### config.mk
export PLATFORM = sky130hd
export DESIGN_NAME = ifetch_prefetch_queue
export DESIGN_NICKNAME = d
export VERILOG_FILES = /design/src/rtl/ifetch_prefetch_queue.sv
export SDC_FILE = /design/constraint.sdc
export NUM_CORES = 1
export LEC_CHECK = 0
export BUFFER_PORTS_ARGS = -buffer_cell sky130_fd_sc_hd__buf_2
export CORE_MARGIN = 3
export CORE_UTILIZATION = 25
export DETAILED_ROUTE_END_ITERATION = 12
export SKIP_CTS_REPAIR_TIMING = 1
export SLEW_MARGIN = 20
export SYNTH_ARGS = -nofsm -noshare
export SYNTH_HDL_FRONTEND = slang
export SYNTH_SLANG_ARGS = --single-unit
export TNS_END_PERCENT = 30
### constraint.sdc
create_clock -name clk -period 9.14 [get_ports clk]
set_input_delay 2.285 -clock clk [delete_from_list [all_inputs] [get_ports clk]]
set_output_delay 2.285 -clock clk [all_outputs]
set_load 0.02 [all_outputs]
### src/rtl/ifetch_prefetch_queue.sv
// -----------------------------------------------------------------------------
// ifetch_prefetch_queue
//
// Instruction-fetch front end. It owns the fetch PC, issues ready/valid
// requests to IMEM and buffers up to DEPTH fetched {pc, instr} pairs in a
// circular queue so that IMEM wait states and decode stalls are decoupled.
// A redirect from Execute flushes the queue and retargets the fetch PC. If an
// IMEM request is in flight at that moment, the request is completed at its
// original address (KILL state) and its response is dropped.
//
// All outputs are registered. Each output register is loaded with the value
// the output must show after the edge, which is derived from the next-state
// signals.
//
// Ports:
//   clk            in   rising-edge clock
//   rst_n          in   asynchronous active-low reset
//   imem_A         out  fetch address (held stable while a request waits)
//   imem_read      out  fetch request
//   imem_ready     in   IMEM completes the request this cycle
//   imem_RD        in   fetched instruction word, valid with imem_ready
//   redirect_valid in   taken branch/jump from Execute
//   redirect_pc    in   redirect target (bits [1:0] ignored)
//   instr_valid    out  queue head is valid
//   instr_ready    in   decode accepts the head
//   instr_out      out  head instruction
//   pc_out         out  head PC
//   pcplus4_out    out  head PC + 4 (modulo 2^32)
//   count          out  queue occupancy
// -----------------------------------------------------------------------------
module ifetch_prefetch_queue #(
   parameter int unsigned DEPTH    = 4,
   parameter logic [31:0] RESET_PC = 32'h0000_0000
) (
   input  logic                     clk,
   input  logic                     rst_n,
   output logic [31:0]              imem_A,
   output logic                     imem_read,
   input  logic                     imem_ready,
   input  logic [31:0]              imem_RD,
   input  logic                     redirect_valid,
   input  logic [31:0]              redirect_pc,
   output logic                     instr_valid,
   input  logic                     instr_ready,
   output logic [31:0]              instr_out,
   output logic [31:0]              pc_out,
   output logic [31:0]              pcplus4_out,
   output logic [$clog2(DEPTH):0]   count
);

   localparam int unsigned PTR_W = $clog2(DEPTH);
   localparam int unsigned CNT_W = PTR_W + 1;
   localparam logic [CNT_W-1:0] FULL_COUNT = CNT_W'(DEPTH);
   localparam logic [PTR_W-1:0] PTR_STEP   = PTR_W'(1'b1);

   typedef enum logic [0:0] {
      ST_RUN  = 1'b0,
      ST_KILL = 1'b1
   } fetch_state_t;

   // architectural state
   fetch_state_t       state_r;
   logic               started_r;
   logic [31:0]        fetch_pc_r;
   logic [31:0]        kill_pc_r;
   logic [PTR_W-1:0]   rd_ptr_r;
   logic [PTR_W-1:0]   wr_ptr_r;
   logic [CNT_W-1:0]   count_r;
   logic [31:0]        q_pc_r    [DEPTH];
   logic [31:0]        q_instr_r [DEPTH];

   // output registers
   logic [31:0]        imem_a_r;
   logic               imem_read_r;
   logic               instr_valid_r;
   logic [31:0]        instr_out_r;
   logic [31:0]        pc_out_r;
   logic [31:0]        pcplus4_out_r;

   // next-state / control signals
   fetch_state_t       state_s;
   logic [31:0]        fetch_pc_s;
   logic [31:0]        kill_pc_s;
   logic [31:0]        redirect_target_s;
   logic               clear_s;
   logic               push_s;
   logic               pop_s;
   logic [PTR_W-1:0]   rd_ptr_s;
   logic [PTR_W-1:0]   wr_ptr_s;
   logic [CNT_W-1:0]   count_s;
   logic [31:0]        head_pc_s;
   logic [31:0]        head_instr_s;
   logic [31:0]        imem_a_s;
   logic               imem_read_s;

   // Word-aligned redirect target; the low two address bits are dropped.
   assign redirect_target_s = redirect_pc & 32'hFFFF_FFFC;

   // FSM next state, fetch PC update and push/pop/clear decisions.
   always_comb begin
      state_s    = state_r;
      fetch_pc_s = fetch_pc_r;
      kill_pc_s  = kill_pc_r;
      clear_s    = 1'b0;
      push_s     = 1'b0;
      pop_s      = 1'b0;
      case (state_r)
         ST_RUN: begin
            if (redirect_valid) begin
               // Redirect wins over any push or pop this cycle.
               clear_s    = 1'b1;
               fetch_pc_s = redirect_target_s;
               if (imem_read_r && !imem_ready) begin
                  // Request still waiting: finish it at the old address.
                  kill_pc_s = imem_a_r;
                  state_s   = ST_KILL;
               end else begin
                  state_s   = ST_RUN;
               end
            end else begin
               push_s = started_r && imem_read_r && imem_ready;
               pop_s  = instr_valid_r && instr_ready;
               if (push_s) begin
                  fetch_pc_s = fetch_pc_r + 32'd4;
               end else begin
                  fetch_pc_s = fetch_pc_r;
               end
            end
         end
         ST_KILL: begin
            // The queue stays empty; only the latest redirect target matters.
            if (redirect_valid) begin
               fetch_pc_s = redirect_target_s;
            end else begin
               fetch_pc_s = fetch_pc_r;
            end
            if (imem_ready) begin
               state_s = ST_RUN;
            end else begin
               state_s = ST_KILL;
            end
         end
         default: begin
            state_s = ST_RUN;
         end
      endcase
   end

   // Queue pointer and occupancy update.
   always_comb begin
      rd_ptr_s = rd_ptr_r;
      wr_ptr_s = wr_ptr_r;
      count_s  = count_r;
      if (clear_s) begin
         rd_ptr_s = '0;
         wr_ptr_s = '0;
         count_s  = '0;
      end else begin
         if (push_s) begin
            wr_ptr_s = wr_ptr_r + PTR_STEP;
         end else begin
            wr_ptr_s = wr_ptr_r;
         end
         if (pop_s) begin
            rd_ptr_s = rd_ptr_r + PTR_STEP;
         end else begin
            rd_ptr_s = rd_ptr_r;
         end
         count_s = count_r + CNT_W'(push_s) - CNT_W'(pop_s);
      end
   end

   // Values the output registers must present after this edge.
   always_comb begin
      head_pc_s    = q_pc_r[rd_ptr_s];
      head_instr_s = q_instr_r[rd_ptr_s];
      // The slot being written this edge becomes the head when the queue
      // was empty (or drains down to it), so forward the incoming entry.
      if (push_s && (wr_ptr_r == rd_ptr_s)) begin
         head_pc_s    = fetch_pc_r;
         head_instr_s = imem_RD;
      end else begin
         head_pc_s    = q_pc_r[rd_ptr_s];
         head_instr_s = q_instr_r[rd_ptr_s];
      end
      if (state_s == ST_KILL) begin
         imem_a_s    = kill_pc_s;
         imem_read_s = 1'b1;
      end else begin
         // A request never starts while full, so a full queue is never pushed.
         imem_a_s    = fetch_pc_s;
         imem_read_s = (count_s < FULL_COUNT);
      end
   end

   // Control state, pointers and output registers.
   always_ff @(posedge clk or negedge rst_n) begin
      if (!rst_n) begin
         state_r       <= ST_RUN;
         started_r     <= 1'b0;
         fetch_pc_r    <= RESET_PC;
         kill_pc_r     <= RESET_PC;
         rd_ptr_r      <= '0;
         wr_ptr_r      <= '0;
         count_r       <= '0;
         imem_a_r      <= RESET_PC;
         imem_read_r   <= 1'b0;
         instr_valid_r <= 1'b0;
         instr_out_r   <= 32'd0;
         pc_out_r      <= 32'd0;
         pcplus4_out_r <= 32'd4;
      end else begin
         state_r       <= state_s;
         started_r     <= 1'b1;
         fetch_pc_r    <= fetch_pc_s;
         kill_pc_r     <= kill_pc_s;
         rd_ptr_r      <= rd_ptr_s;
         wr_ptr_r      <= wr_ptr_s;
         count_r       <= count_s;
         // The reset value of imem_read_r gives the one-cycle start delay.
         imem_a_r      <= imem_a_s;
         imem_read_r   <= imem_read_s;
         instr_valid_r <= (count_s != '0);
         instr_out_r   <= head_instr_s;
         pc_out_r      <= head_pc_s;
         pcplus4_out_r <= head_pc_s + 32'd4;
      end
   end

   // Queue storage: one entry written per accepted IMEM response.
   always_ff @(posedge clk or negedge rst_n) begin
      if (!rst_n) begin
         for (int i = 0; i < DEPTH; i++) begin
            q_pc_r[i]    <= 32'd0;
            q_instr_r[i] <= 32'd0;
         end
      end else begin
         if (push_s) begin
            q_pc_r[wr_ptr_r]    <= fetch_pc_r;
            q_instr_r[wr_ptr_r] <= imem_RD;
         end
      end
   end

   assign imem_A      = imem_a_r;
   assign imem_read   = imem_read_r;
   assign instr_valid = instr_valid_r;
   assign instr_out   = instr_out_r;
   assign pc_out      = pc_out_r;
   assign pcplus4_out = pcplus4_out_r;
   assign count       = count_r;

endmodule

# Word-level counts from Yosys, hierarchy flattened
# Cells that the tools add are included.
# op_classes
magnitude_cmp	4
muxes	36
reduce_logical	9
n_addsub	6
bitwise_logic	3
eq_ne	1
# ops
op	count
32-bit 2-to-1 mux	14
128-bit bitwise mux	2
32-bit binary-select mux with 2-bit select	2
32-bit by 3-bit adder with 32-bit output (second input constant)	2
32-bit demux with 2-bit select	1
32-bit one-hot mux with 2 select lines	1
1-bit 2-to-1 mux	10
2-bit 2-to-1 mux	4
3-bit greater-or-equal comparator (second input constant)	2
1-bit logical AND	6
2-bit NOT with 3-bit output	2
2-bit by 1-bit adder with 2-bit output (second input constant)	2
3-bit by 1-bit adder with 3-bit output	1
3-bit by 1-bit less-than comparator with 1-bit output (second input constant)	1
3-bit less-than comparator (second input constant)	1
3-bit 2-to-1 mux	1
3-bit nonzero test	1
3-bit by 1-bit subtractor with 3-bit output	1
2-bit == test	1
1-bit one-hot mux with 2 select lines	1
2-bit nonzero test	1
1-bit zero test	1
1-bit NOT	1
# totals
ff_bits	459
inputBits	69
output_inout_bits	133

# Depth between registers and ports, before layout
# Gate-level depths: netlist (run 1).
# logic_depth
depth_word	11
mapped_depth	17

# Least setup slack after synthesis (run 1)
# Ideal clock, no wire load.
# synth_timing
path_kind	in2reg
start	input port redirect_valid
end	register pcplus4_out_r[20], in the netlist pcplus4_out[20]
t_arrival_ns	5.516
required_time_ns	9.016
cell_stages	16
setup_ns	0.124
setup_slack_ns	3.500
path_buffers	7
path_cell_list	buf_2 -> nor3_1 -> clkbuf_1 -> and4_4 -> buf_6 -> buf_6 -> clkbuf_1 -> clkbuf_1 -> a21o_1 -> ha_1 -> a21boi_1 -> nand3_1 -> or2_1 -> clkbuf_1 -> or2b_1 -> xnor2_1
# synth_between
elab_chain_cells	10
word_cells_on_any_way	16
cone_classes	add/sub: 1; eq/ne: 1; mux: 12; bitwise: 1; reduce/logical: 1
# synth_lines
element	line_no	source
start: declaration	41	input logic redirect_valid,
1-bit 2-to-1 mux	109	if (redirect_valid) begin
1-bit 2-to-1 mux	107	case (state_r)
2-bit 2-to-1 mux	164	if (pop_s) begin
2-bit 2-to-1 mux	154	if (clear_s) begin
2-bit NOT with 3-bit output (implied by the code)	183	head_pc_s = q_pc_r[rd_ptr_s];
32-bit binary-select mux with 2-bit select	183	
32-bit 2-to-1 mux (implied by the code) (2 in series)	183	
32-bit 2-to-1 mux (*)	179	if (push_s && (wr_ptr_r == rd_ptr_s)) begin
net head_pc_s[2]	91	logic [31:0] head_pc_s;
32-bit by 3-bit adder with 32-bit output (*)	226	pcplus4_out_r <= head_pc_s + 32'd4;
end signal: assignment	226	
end: declaration	78	logic [31:0] pcplus4_out_r;
# The timed path passes the listed nets; every way through them passes the cells marked *. The select of a mux whose other input is x is not followed.
# A chain may end at the register's enable or synchronous reset.

# Worst setup path in the final report (run 1)
# layout_timing
start	input port redirect_valid
end	register pcplus4_out_r[22], in the netlist pcplus4_out[22]
# layout_between
elab_chain_cells	10
word_cells_on_any_way	16
cone_classes	add/sub: 1; eq/ne: 1; mux: 12; bitwise: 1; reduce/logical: 1
# layout_lines
element	line_no
1-bit 2-to-1 mux	109
1-bit 2-to-1 mux	107
2-bit 2-to-1 mux	164
2-bit 2-to-1 mux	154
2-bit NOT with 3-bit output (implied by the code)	183
32-bit binary-select mux with 2-bit select	183
32-bit 2-to-1 mux (implied by the code) (2 in series)	183
32-bit 2-to-1 mux (*)	179
32-bit by 3-bit adder with 32-bit output (*)	226
# Mark *: on every way between the ends. The rest lies on a longest branch, timed or not. The select of a mux whose other input is x is not followed.

==> flow_summary.yaml, run 1 <==
status:
  outcome: "finished clean"
pwr:
  irDropWorstVdd_uv: 163
  fin_total_pwr_mw: 7.95
  power_density_nw_per_um2: 328
  p_leak_nw: 11.1
placement:
  placed_area_um2: 22400
  dp.cells: 2917
  portBuffers: 199
  gp_congestion: 0.757
  dp_slack_ps: 2530
  hpwl_um: 37100
worst_setup_path:
  worstRegToRegCells: 12
  slowest_delay_ps: 730
  crit_family: "buffers and inverters"
  endpoint_kind: "register"
  cp.buffers_inverters: 4
  cp.required_ps: 9680
  cp.arrival_ps: 6530
  crit_type: "input port to register"
  path_depth: 13
  critPathSlowestCell: "buf_4"
  worstPathMaxFanout: 52
  path_cells: "buf_2 -> nand4bb_1 -> o221a_2 -> inv_2 -> buf_4 -> nand3_1 -> a31o_2 -> a21boi_1 -> buf_4 -> nand3_1 -> or2_1 -> nor3b_1 -> xor2_1"
  start_kind: "input port"
sta:
  setup_viol: 0
  max_freq_ghz: 0.167
  min_period_over_period_pct: 65.5
  tightest_slew_ps: 979
  maxSlewViolCount: 0
  hold_viol_final: 0
  finClkSkew_ps: 72.9
  setup_ws_ps: 3150
  fin_crit_ps: 5990
  setup_tns_ps: 0
  relSlewSlack_pct: 34.4
  rsz0062_at_grt: "no"
routing:
  dr_wl_met3_um: 4360
  vias_per_cell: 4.71
  met2_length_um: 28700
  ant_nets: 0
  wire_per_inst_um: 19.2
  drt_iter0_drc: 759
  wl_met1_um: 23100
  firstDrtPassIters: 5
  maxUsedRoutingLayer: "met5"
  totalWireLength_um: 57900
  drc: 0
  via_count: 14200
clock_network:
  cts_buffers: 52
  cts_tree: "built"
  ctsRootBufferMaster: "clkbuf_16"
  clk_pin_slew_ps: 70
  clockBufferDepth: 3
  cts_sinks: 457
  htree_levels: 2
  clock_latency_ps: 630
die:
  core_um2: 80800
  pin_count: 202
  start_util_pct: 25.3
  die_h_um: 292
  die_x_um: 292
  row_count: 104
  die_area_um2: 85200
flow_run:
  drv_cap: 0
cells_and_area:
  stdcell_count: 3015
  fin_nets: 1988
  area.sequential_um2: 11400
  final_area_um2: 24200
  syn2layout_area_growth_pct: 18.7
  n_fill_cell: 8172
  layout-drive-gt1-share_pct: 33.7
  multi_input_area_um2: 8400
  layout_commonest_cell: "dfrtp_1"
  final_cell_mix: "dfrtp_1 (456), mux2_2 (317), nand2_1 (291), buf_2 (198), nand3_1 (120)"
global_route:
  grt_antenna_before_repair: 10
  grt_pass1_wl_um: 89100
  grt_pass1_vias: 14900
  grt.total_usage_pct: 13.4
  grt.overflow.total: 0
  grt_start_max_net_pins: 169
synth:
  synth_edf_count: 0
  syn_nets: 1841
  ys.flop_type: "dfrtp_1"
  syn_area_per_cell_um2: 11.6
  synthCells: 1764
  ys_ff_latch: 457
  yosysSeqAreaShare_pct: 56.0
  ys_types: 72
  synthesis.area_um2: 20400
  yosysWarningCount: 0
  async_flop_share_pct: 100
hold_path:
  hold_depth: 2
  hold_path.class: "register to register"
where the power goes:
group | switching [mW] | total [mW] | internal (mW)
Sequential | 0.410 | 3.16 | 2.75
Clock | 0.907 | 2.18 | 1.27
Combinational | 1.55 | 2.61 | 1.05
Total | 2.87 | 7.95 | 5.08
flip-flops by register name (all words and copies together) (netlist names):
register / cells
instr_valid: 1
fetch_pc_r: 32
wr_ptr_r: 2
q_pc_r: 128
pcplus4_out: 32
q_instr_r: 128
pc_out: 30
rd_ptr_r: 2
instr_out: 32
count: 3
kill_pc_r: 32
imem_A: 32
state_r: 1
started_r: 1
imem_read: 1
cell usage after synthesis (4+ instances only):
master | number | area share [%]
nand4_1 | 10 | 0.31
dfrtp_1 | 456 | 56
and3_1 | 9 | 0.28
xnor2_1 | 17 | 0.73
mux2i_1 | 69 | 3.4
nor2b_1 | 11 | 0.34
xor2_1 | 16 | 0.69
a21oi_1 | 22 | 0.54
clkbuf_1 | 87 | 1.6
buf_4 | 6 | 0.22
nor2_1 | 64 | 1.2
nor3_1 | 19 | 0.47
a22oi_1 | 4 | 0.15
a221oi_1 | 14 | 0.60
a21o_1 | 6 | 0.22
buf_2 | 15 | 0.37
nor3_2 | 4 | 0.20
ha_1 | 7 | 0.43
mux2_2 | 317 | 17
o221ai_1 | 7 | 0.30
nand2_1 | 295 | 5.4
nand3_1 | 120 | 2.9
inv_1 | 14 | 0.26
a32o_1 | 5 | 0.24
buf_1 | 18 | 0.33
or3_1 | 6 | 0.18
a31oi_1 | 8 | 0.24
o21ai_0 | 67 | 1.6
a22o_1 | 9 | 0.39
worst reg2reg max path, cell delays in order, from the launching register on:
cell and delay [ps]:
dfrtp_1 320, buf_4 370, and4b_1 390, o22ai_4 240, buf_4 460, buf_4 810, nor3_1 130, a211o_1 310
a2111oi_4 450, nand4_2 210, or3b_4 490, nor4_4 230, xor2_1 170
layer usage:
layer / up-vias / GRT usage (%)
met4: 12 / 4.13
li1: 6449 / -
met5: - / 0
met2: 364 / 23.1
met1: 7261 / 15.8
met3: 107 / 4.29
path summary, 6_finish.rpt:
path,startpoint,to,slack [ps]
setup reg to reg,state_r,pcplus4_out[31],4490
min in group asynchronous,rst_n,pcplus4_out[30],1710
setup / recovery,redirect_valid,pcplus4_out[22],3150
max in group asynchronous,rst_n,instr_valid,5940
hold reg to reg,q_pc_r[30],q_pc_r[30],490
hold / removal,q_pc_r[30],q_pc_r[30],490
area by class of cell:
cell class	count	share of cell area (%)
Timing Repair Buffer	223	4.99
Inverter	16	0.258
Tap cell	1060	5.47
Multi-Input combinational cell	1161	34.6
Sequential cell	457	47.2
Clock inverter	29	1.49
Antenna cell	3	0.0310
Clock buffer	66	5.95
logic make-up after synthesis:
kind of cell,share of synthesized area [%]
buffers and inverters,3.09
AND/OR/NAND/NOR,12.1
AO/OA/AOI/OAI,5.90
adder cells (fa/ha/maj),0.527
XOR/XNOR,1.41
other,0.0184
multiplexers,20.9
flip-flops,56.0
through the flow:
stage	hold slack, ps	utilization [%]
6_report	490	30.0
5_1_grt	500	30.0
4_1_cts	487	30.0
3_5_place_dp	472	27.8
3_3_place_gp	457	27.8
2_1_floorplan	444	-
Note: power is estimated with default switching activity, not from simulation.
==> inputs of run 2 (changes only) <==
==> constraint.sdc (replaced) <==
create_clock -name clk -period 6 [get_ports clk]
set_input_delay 1.5 -clock clk [delete_from_list [all_inputs] [get_ports clk]]
set_output_delay 1.5 -clock clk [all_outputs]
set_load 0.02 [all_outputs]
==> run 2 against run 1 <==
Compared with the run above: total power up 56%; routed wire length about the same; cell count up 0.50%; core utilization up 0.31 points; critical path depth down 2; clock power up 62%; largest power group unchanged; via count up 0.49%; worst setup slack worse by 1600 ps; sequential share of layout area down 0.47 points; die area unchanged; clock skew down 28 ps; global-route usage about the same.
==> flow_summary.yaml, run 2 (synthesized netlist as in run 1, its figures left out) <==
clock_network:
  clock_latency_ps: 630
  cts_buffers: 54
  htree_levels: 2
  clk_pin_slew_ps: 60
  cts_tree: "built"
  clockBufferDepth: 3
  ctsRootBufferMaster: "clkbuf_16"
  cts_sinks: 457
placement:
  dp_slack_ps: 874
  hpwl_um: 38200
  gp_congestion: 0.783
  portBuffers: 199
sta:
  setup_viol: 0
  min_period_over_period_pct: 74.4
  tightest_slew_ps: 1060
  setup_ws_ps: 1540
  fin_crit_ps: 4460
  maxSlewViolCount: 0
  setup_tns_ps: 0
  relSlewSlack_pct: 29.5
  max_freq_ghz: 0.224
  hold_ws_ps: 483
  rsz0062_at_grt: "no"
  hold_viol_final: 0
  finClkSkew_ps: 44.6
cells_and_area:
  reg_top3: "q_instr_r x128, q_pc_r x128"
  layout-drive-gt1-share_pct: 34.1
  syn2layout_area_growth_pct: 19.9
  final_cell_mix: "dfrtp_1 (456), mux2_2 (317), nand2_1 (291), buf_2 (198), nand3_1 (120)"
  multi_input_area_um2: 8400
  area.sequential_um2: 11400
  layout_commonest_cell: "dfrtp_1"
  fin_nets: 2000
  n_fill_cell: 8105
pwr:
  irDropWorstVdd_uv: 322
  fin_total_pwr_mw: 12.4
  power_density_nw_per_um2: 506
  p_leak_nw: 11.3
routing:
  firstDrtPassIters: 5
  vias_per_cell: 4.71
  ant_nets: 0
  via_count: 14300
  wire_per_inst_um: 19.1
  totalWireLength_um: 57900
  drc: 0
  drt_iter0_drc: 717
die:
  die_h_um: 292
  start_util_pct: 25.3
  pin_count: 202
  core_um2: 80800
  die_area_um2: 85200
  die_x_um: 292
  row_count: 104
global_route:
  grt.total_usage_pct: 13.4
  grt_pass1_vias: 15200
  grt_antenna_before_repair: 12
  grt_pass1_wl_um: 89800
  grt.overflow.total: 0
  grt_start_max_net_pins: 149
worst_setup_path:
  worstPathMaxFanout: 26
  crit_type: "input port to register"
  cp.required_ps: 6550
  cp.arrival_ps: 5020
  endpoint_kind: "register"
  start_kind: "input port"
status:
  outcome: "finished clean"
flow_run:
  drv_cap: 0
hold_path:
  hold_path.class: "register to register"
-- run 2: cell type report --
class | count | area share (%)
flip-flops and latches | 457 | 46.7
multi-input cells | 1161 | 34.3
clock buffers | 71 | 6.23
well taps | 1060 | 5.41
repair buffers | 233 | 5.35
clock inverters | 29 | 1.74
inverters | 16 | 0.255
diodes | 3 | 0.0306
-- run 2: power breakdown --
part / switching [mW] / leakage, nW / total (mW) / internal [mW]
clock network: 1.39 / 0.953 / 3.54 / 2.15
registers: 0.624 / 5.78 / 4.82 / 4.19
logic: 2.40 / 4.53 / 4.03 / 1.64
total: 4.41 / 11.3 / 12.4 / 7.98
-- run 2: worst paths after layout --
path	startpoint	end	slack, ps	cells past startpoint
setup / recovery	instr_ready	pcplus4_out[22]	1540	11
hold / removal	q_pc_r[109]	q_pc_r[109]	480	2
setup reg to reg	rd_ptr_r[1]	pcplus4_out[25]	1840	10
hold reg to reg	q_pc_r[109]	q_pc_r[109]	480	2
max in group asynchronous	rst_n	q_instr_r[84]	3710	2
min in group asynchronous	rst_n	pc_out[28]	870	1
-- run 2: layer usage --
metal | part of all wire (%) | track usage, %
met3 | 7.5 | 3.95
met4 | 3.0 | 4.71
met1 | 40 | 16.0
met2 | 49 | 22.9
met5 | 0.17 | 0
-- run 2: critical path, stage by stage --
cell,delay (ps)
buf_2,150
and3_1,620
mux2_4,280
and4_4,490
a21o_1,270
ha_1,220
a21boi_1,320
nand3_1,280
or2_1,420
nor3b_1,280
xor2_1,170
-- run 2: metrics by stage --
step / area (µm²) / utilization, % / std cells
2_1_floorplan: 20400 / - / 1764
6_report: 24500 / 30.3 / 3030
5_1_grt: 24500 / 30.3 / 3027
4_1_cts: 24500 / 30.3 / 3027
3_5_place_dp: 22500 / 27.9 / 2927
3_3_place_gp: 22500 / 27.9 / 2927
==> inputs of run 3 (changes only) <==
==> constraint.sdc (replaced) <==
create_clock -name clk -period 4.5 [get_ports clk]
set_input_delay 1.125 -clock clk [delete_from_list [all_inputs] [get_ports clk]]
set_output_delay 1.125 -clock clk [all_outputs]
set_load 0.02 [all_outputs]
==> run 3 against run 2 <==
Compared with the run above: clock-buffer cell count is 2 lower; cell count up 0.96%; hold slack got worse by 1.7 ps; register-to-register slack got worse by 1100 ps; global-route usage is 0.053 points lower; non-clock buffer count increased by 28; sequential share of layout area shrank 0.43 points; total power rose by 34%; critical path depth did not move; routed wire length decreased by 0.21%; core utilization up 0.28 points; clock power increased by 29%; highest routed layer unchanged.
==> flow_summary.yaml, run 3 (synthesized netlist as in run 1, its figures left out) <==
status:
  outcome: "finished clean"
hold_path:
  hold_path.class: "register to register"
  hold_depth: 2
sta:
  min_period_over_period_pct: 82.5
  hold_ws_ps: 481
  rsz0062_at_grt: "no"
  maxSlewViolCount: 0
  hold_viol_final: 0
  tightest_slew_ps: 724
  setup_tns_ps: 0
  setup_ws_ps: 786
  setup_viol: 0
  fin_crit_ps: 3710
  finClkSkew_ps: 57.7
  relSlewSlack_pct: 51.8
  max_freq_ghz: 0.269
cells_and_area:
  final_area_um2: 24700
  layout_commonest_cell: "dfrtp_1"
  reg_top3: "q_instr_r x128, q_pc_r x128"
  n_fill_cell: 8140
  fin_nets: 2028
  layout-drive-gt1-share_pct: 35.1
  syn2layout_area_growth_pct: 21.0
  final_cell_mix: "dfrtp_1 (456), mux2_2 (317), nand2_1 (291), buf_2 (198), nand3_1 (120)"
pwr:
  fin_total_pwr_mw: 16.5
  power_density_nw_per_um2: 669
  p_leak_nw: 11.4
  irDropWorstVdd_uv: 376
clock_network:
  clock_latency_ps: 630
  clockBufferDepth: 3
  cts_sinks: 457
  cts_tree: "built"
  clk_pin_slew_ps: 60
  htree_levels: 2
  ctsRootBufferMaster: "clkbuf_16"
  cts_buffers: 54
worst_setup_path:
  worstRegToRegCells: 11
  worstPathMaxFanout: 15
  cp.arrival_ps: 4260
  endpoint_kind: "register"
  cp.required_ps: 5050
  crit_type: "register to register"
  start_kind: "register"
routing:
  wire_per_inst_um: 18.9
  ant_nets: 0
  wl_met1_um: 23100
  totalWireLength_um: 57700
  vias_per_cell: 4.70
  met2_length_um: 28600
  drt_iter0_drc: 824
  maxUsedRoutingLayer: "met5"
  firstDrtPassIters: 6
  via_count: 14400
  dr_wl_met3_um: 4380
  drc: 0
flow_run:
  drv_cap: 0
global_route:
  grt_pass1_vias: 15100
  grt_antenna_before_repair: 8
  grt_pass1_wl_um: 89300
  grt_start_max_net_pins: 117
  grt.total_usage_pct: 13.3
  grt.overflow.total: 0
die:
  die_x_um: 292
  die_area_um2: 85200
  start_util_pct: 25.3
  pin_count: 202
  die_h_um: 292
  row_count: 104
  core_um2: 80800
placement:
  gp_congestion: 0.793
  placed_area_um2: 22800
  portBuffers: 199
  dp_slack_ps: 223
  hpwl_um: 38200
run 3: changes by cell type in the layout (fill, tap and decap cells not counted), sizes merged:
| cell | delta |
|---|---|
| buf | +28 |
| clkinvlp | +8 |
| bufinv | -2 |
| clkbuf | -2 |
| clkinv | -1 |
| diode | -1 |
| inv | -1 |
run 3: area by class of cell:
class / instances / area, µm² / area share [%]
Inverter: 16 / 62.6 / 0.253
Sequential cell: 457 / 11400 / 46.3
Clock inverter: 33 / 418 / 1.69
Timing Repair Buffer: 261 / 1580 / 6.41
Antenna cell: 2 / 5.00 / 0.0202
Clock buffer: 69 / 1490 / 6.02
Multi-Input combinational cell: 1161 / 8400 / 34.0
Tap cell: 1060 / 1330 / 5.37
run 3: routing by layer:
| layer | vias to the layer above | GRT usage (%) |
|---|---|---|
| li1 | 6525 | - |
| met1 | 7360 | 15.9 |
| met2 | 386 | 23.0 |
| met3 | 95 | 3.92 |
| met4 | 10 | 4.28 |
| met5 | - | 0 |
run 3: final timing paths:
check,endpoint,start,slack (ps)
worst max-delay path,pcplus4_out[22],rd_ptr_r[1],790
worst min-delay path,q_pc_r[109],q_pc_r[109],480
worst max register to register,pcplus4_out[22],rd_ptr_r[1],790
worst min register to register,q_pc_r[109],q_pc_r[109],480
max in group asynchronous,q_instr_r[21],rst_n,2880
min in group asynchronous,pcplus4_out[15],rst_n,500
run 3: per-stage QoR:
step | std cells | utilization (%)
floorplan | 1764 | -
global placement | 2955 | 28.2
detailed placement | 2955 | 28.2
CTS | 3057 | 30.6
global route | 3058 | 30.6
finish | 3059 | 30.6
run 3: critical path, cell delays in order, from the launching register on:
cell and delay [ps]:
dfrtp_1 700, buf_4 380, mux2i_1 350, a221o_1 220, o221a_2 210, a21o_1 180, ha_1 210, a21boi_1 280
nand3_1 230, or2_1 410, nor3b_1 280, xor2_1 170
run 3: report_power, final:
group	switching, mW	internal, mW
registers	0.810	5.59
clock network	1.86	2.72
logic	3.24	2.33
total	5.91	10.6
